<file path="src/rtl/count_seq_checker_sat_counter.sv">
// Up-counter that sticks at all-ones; clr has priority over inc.
module sat_counter #(
  parameter int W = 4
) (
  input  logic         clk,
  input  logic         rst,
  input  logic         clr,
  input  logic         inc,
  output logic [W-1:0] q
);

  function automatic logic [W-1:0] sat_inc(input logic [W-1:0] v);
    return (&v) ? v : v + W'(1);
  endfunction

  always_ff @(posedge clk) begin
    if (rst) begin
      q <= '0;
    end else if (clr) begin
      q <= '0;
    end else if (inc) begin
      q <= sat_inc(q);
    end
  end

endmodule

</file>
<file path="config.mk">
export PLATFORM = sky130hd
export DESIGN_NAME = sat_counter
export DESIGN_NICKNAME = d
export VERILOG_FILES = /design/src/rtl/count_seq_checker_sat_counter.sv
export SDC_FILE = /design/constraint.sdc
export NUM_CORES = 1
export LEC_CHECK = 0
export ABC_AREA = 1
export CAP_MARGIN = 30
export CORE_AREA = 2 2 39 41
export DETAILED_ROUTE_END_ITERATION = 16
export DIE_AREA = 0 0 41 43
export PLACE_DENSITY = 0.32
export SYNTH_ARGS = -nofsm -noshare
export SYNTH_HDL_FRONTEND = slang
export SYNTH_SLANG_ARGS = --single-unit
</file>
<file path="constraint.sdc">
create_clock -name clk -period 2.1 [get_ports clk]
set_input_delay 0.63 -clock clk [delete_from_list [all_inputs] [get_ports clk]]
set_output_delay 0.63 -clock clk [all_outputs]
set_load 0.05 [all_outputs]
</file>
== Yosys cells after proc, flatten, opt, wreduce, memory -nomap -nowiden ==
Index checks and enable logic that the tools add are counted.
Word-level totals
  register bits: 4
  input bits: 4
  logic and storage cells: 6
  output and inout bits: 4
Operators by class
  $add $sub $neg: 1
  reduce and logical (&&, ||, !) cells: 3
  bitwise gates (word level): 1
Operators with widths (number)
  adder 4 x 1 -> 4 bit (second input constant): 1
  AND reduction 4 bit: 1
  AND reduction 2 bit: 1
  OR reduction 2 bit: 1
  inverter 1 bit: 1

== Longest topological paths before layout ==
  depth after elaboration: 3
  gate-level depth with buffers: 6
  depth with buffers taken out: 6

== Worst setup path after synthesis ==
No wires, ideal clock.
  path type: flip-flop to flip-flop
  start point: register q[1]
  end point: register q[0]
  library setup time: 116 ps
  slack: 636 ps
  data required time: 1984 ps
  stages on the path, launching flop included: 7
  clock period less this slack: 1464 ps
  buffers on the path: 0
  arrival: 1348 ps
  cells stage by stage: dfxtp_1 -> ha_1 -> nand3_2 -> nand2_2 -> inv_1 -> nor2_1 -> nor2_1
On the way
  longest elaborated chain between the ends: 3
RTL lines
  start: declaration: RTL line 9  | output logic [W-1:0] q
  start signal: assignment: RTL line 22  | q <= sat_inc(q);
  AND reduction 4 bit: RTL line 13  | return (&v) ? v : v + W'(1);
  inverter 1 bit (no source line)
  AND reduction 2 bit (no source line)
No other way between the ends.
A chain may end at the register's enable or synchronous reset.

== Final worst setup path ==
  start point: register q[2]
  end point: output q[2]
No word-level cell between the ends.

==> flow_summary.yaml <==
worst_hold_path:
  hold_class: "reg -> reg"
die:
  fp.coreArea_mm2: 0.00138
  die-area_mm2: 0.00176
  die_w_um: 41
  die_h_um: 43
  ioPinCount: 8
  rows: 14
  initial_utilization: 0.149
power_and_ir_drop:
  p_sw_frac: 0.262
  combPwrFrac: 0.115
  leakagePower_nw: 0.131
  seqPwrFrac: 0.388
  power_frac_clock: 0.496
  peakVddDrop_mv: 0.163
  p_per_area_mw_per_mm2: 670
  switching_power_w: 0.0000542
  cell_internal_pwr_w: 0.000153
grt:
  grt_first_pass_wirelength_um: 890
  grt_pass1_vias: 229
  grt_overflow: 0
  grtUsageTotal: 0.0782
  antenna_found_initial: 0
  grt_max_degree: 7
synth:
  syn-num-nets: 33
  syn_avg_cell_area_um2: 7.37
  yosys_warnings: 0
  ys_seq_area_frac: 0.388
  synthDistinctLibCells: 12
  synthCells: 28
  netlist_area_um2: 206
  synth_seq_cells: 4
run_status:
  status: "finished clean"
routing:
  vias: 220
  vias_per_cell: 4.07
  routed-wl-met2_um: 214
  wl_met1_um: 222
  dr.pass1.iters: 4
  routed_wl_um: 500
  drc_errors: 0
  wl_per_cell_um: 9.26
  drtIter0Drc: 1
  met3WireLength_um: 27
  ant_nets: 0
  top_layer_used: "met4"
timing:
  skew_ns: 0.00427
  maxSlewViolCount: 0
  max_freq_mhz: 636
  grt_setup_unrepaired: "no"
  worst_pin_slew_ns: 0.242
  hold_ws_ns: 0.525
  final-hold-violation-count: 0
  period_share: 0.748
  finalSetupViolCount: 0
  period_needed_ns: 1.57
  fin_setup_tns_ns: 0
  slew_headroom: 0.838
critical_path:
  worst_ep_required_time_ns: 1.47
  cp-end-kind: "output port"
  slowest_delay_ns: 0.45
  cp_top_family: "flip-flops"
  crit_type: "reg -> out"
  crit_path_top_delay_cell: "dfxtp_1"
  cp.arrival_ns: 0.94
  critical_path.startpoint_type: "flip-flop"
  cp_num_buf_inv: 1
  crit_fanout: 6
  crit_chain: "buf_4"
cells_and_area:
  fin_util: 0.223
  nNetsFinal: 45
  largest_register_ffs: 4
  seqCellArea_um2: 80.1
  diodes: 0
  reg_top3: "q (4)"
  multi_input_area_um2: 119
  syn_to_final_growth_pct: 49.7
  finalNonFillerCells: 54
  num-fill-cells: 158
  fin_area_um2: 309
  top_register: "q"
  drive_above_1_share: 0.263
place:
  place_inst: 51
  dpl.hpwl_um: 365
  place.gp.congestion: 0.743
  port_buffers: 7
  dpl-instance-area_um2: 287
clocking:
  root_buffer: "clkbuf_4"
  holdBufCountCts: 0
  cts_inserted_buffers: 3
  post_cts_resized: 0
  cts_max_path_buffers: 2
  cts_tree: "done"
  path_clk_slew_ns: 0.04
  htree_levels: 1
  clock_latency_ns: 0.25
  cts_sinks: 4
  cts_setup_buffers: 0
job:
  drv_cap: 0
-- metal layers --
layer | track usage | up-vias
li1 | - | 112
met1 | 0.0863 | 95
met2 | 0.103 | 8
met3 | 0.0157 | 5
met4 | 0.100 | 0
met5 | 0 | -
-- cells in the final DEF, fill, tap and decap left out, drive strengths merged --
cell type,n
a21boi,1
buf,4
dfxtp,4
o21ai,2
clkbuf,3
inv,2
nand3,2
nand4,1
xor2,1
nor2,9
clkdlybuf4s50,3
nand2,5
ha,1
-- cells in the mapped netlist --
master	instances	area share
nand4_1	1	0.030
dfxtp_1	4	0.39
o21ai_0	2	0.048
a21boi_2	1	0.055
nand3_2	1	0.048
nand3_1	1	0.024
ha_1	1	0.061
nand2_1	4	0.073
nor2_1	9	0.16
xor2_1	1	0.042
nand2_2	1	0.030
inv_1	2	0.036
-- power by group through the flow --
stage / sequential (W) / combinational, W / clock (W)
final: 0.0000804 / 0.0000239 / 0.000103
after global routing: 0.0000805 / 0.0000266 / 0.000108
after detailed placement: 0.0000817 / 0.0000238 / 0
after floorplan: 0.0000872 / 0.00000742 / 0
after global placement: 0.0000815 / 0.0000239 / 0
after CTS: 0.0000803 / 0.0000240 / 0.000104
-- through the flow --
stage | total power, W | setup WS, ns
floorplan | 0.0000946 | 0.636
global placement | 0.000105 | 0.533
detailed placement | 0.000106 | 0.520
CTS | 0.000208 | 0.534
global route | 0.000216 | 0.507
finish | 0.000207 | 0.529
-- area by class of cell --
class / count / area share
multi-input combinational: 22 / 0.385
timing repair buffer: 7 / 0.194
clock buffer: 3 / 0.0729
tap: 16 / 0.0648
sequential: 4 / 0.259
inverter: 2 / 0.0243
-- logic make-up after synthesis --
| logic type | count (synthesis) | synth area share |
|---|---|---|
| AOI/OAI and AO/OA | 3 | 0.103 |
| xor gates and xnor gates | 1 | 0.0424 |
| adders and majority gates | 1 | 0.0606 |
| buffers and inverters | 2 | 0.0364 |
| DFF | 4 | 0.388 |
| and+or+nand+nor | 17 | 0.370 |
-- path summary, 6_finish.rpt --
kind / startpoint / end / slack [ns] / depth (start not counted)
hold / removal: q[3] / q[3] / 0.52 / 2
setup reg to reg: q[1] / q[1] / 0.90 / 6
setup / recovery: q[2] / q[2] / 0.53 / 1
hold reg to reg: q[3] / q[3] / 0.52 / 2
No activity file was read; power rests on OpenSTA's default activity.
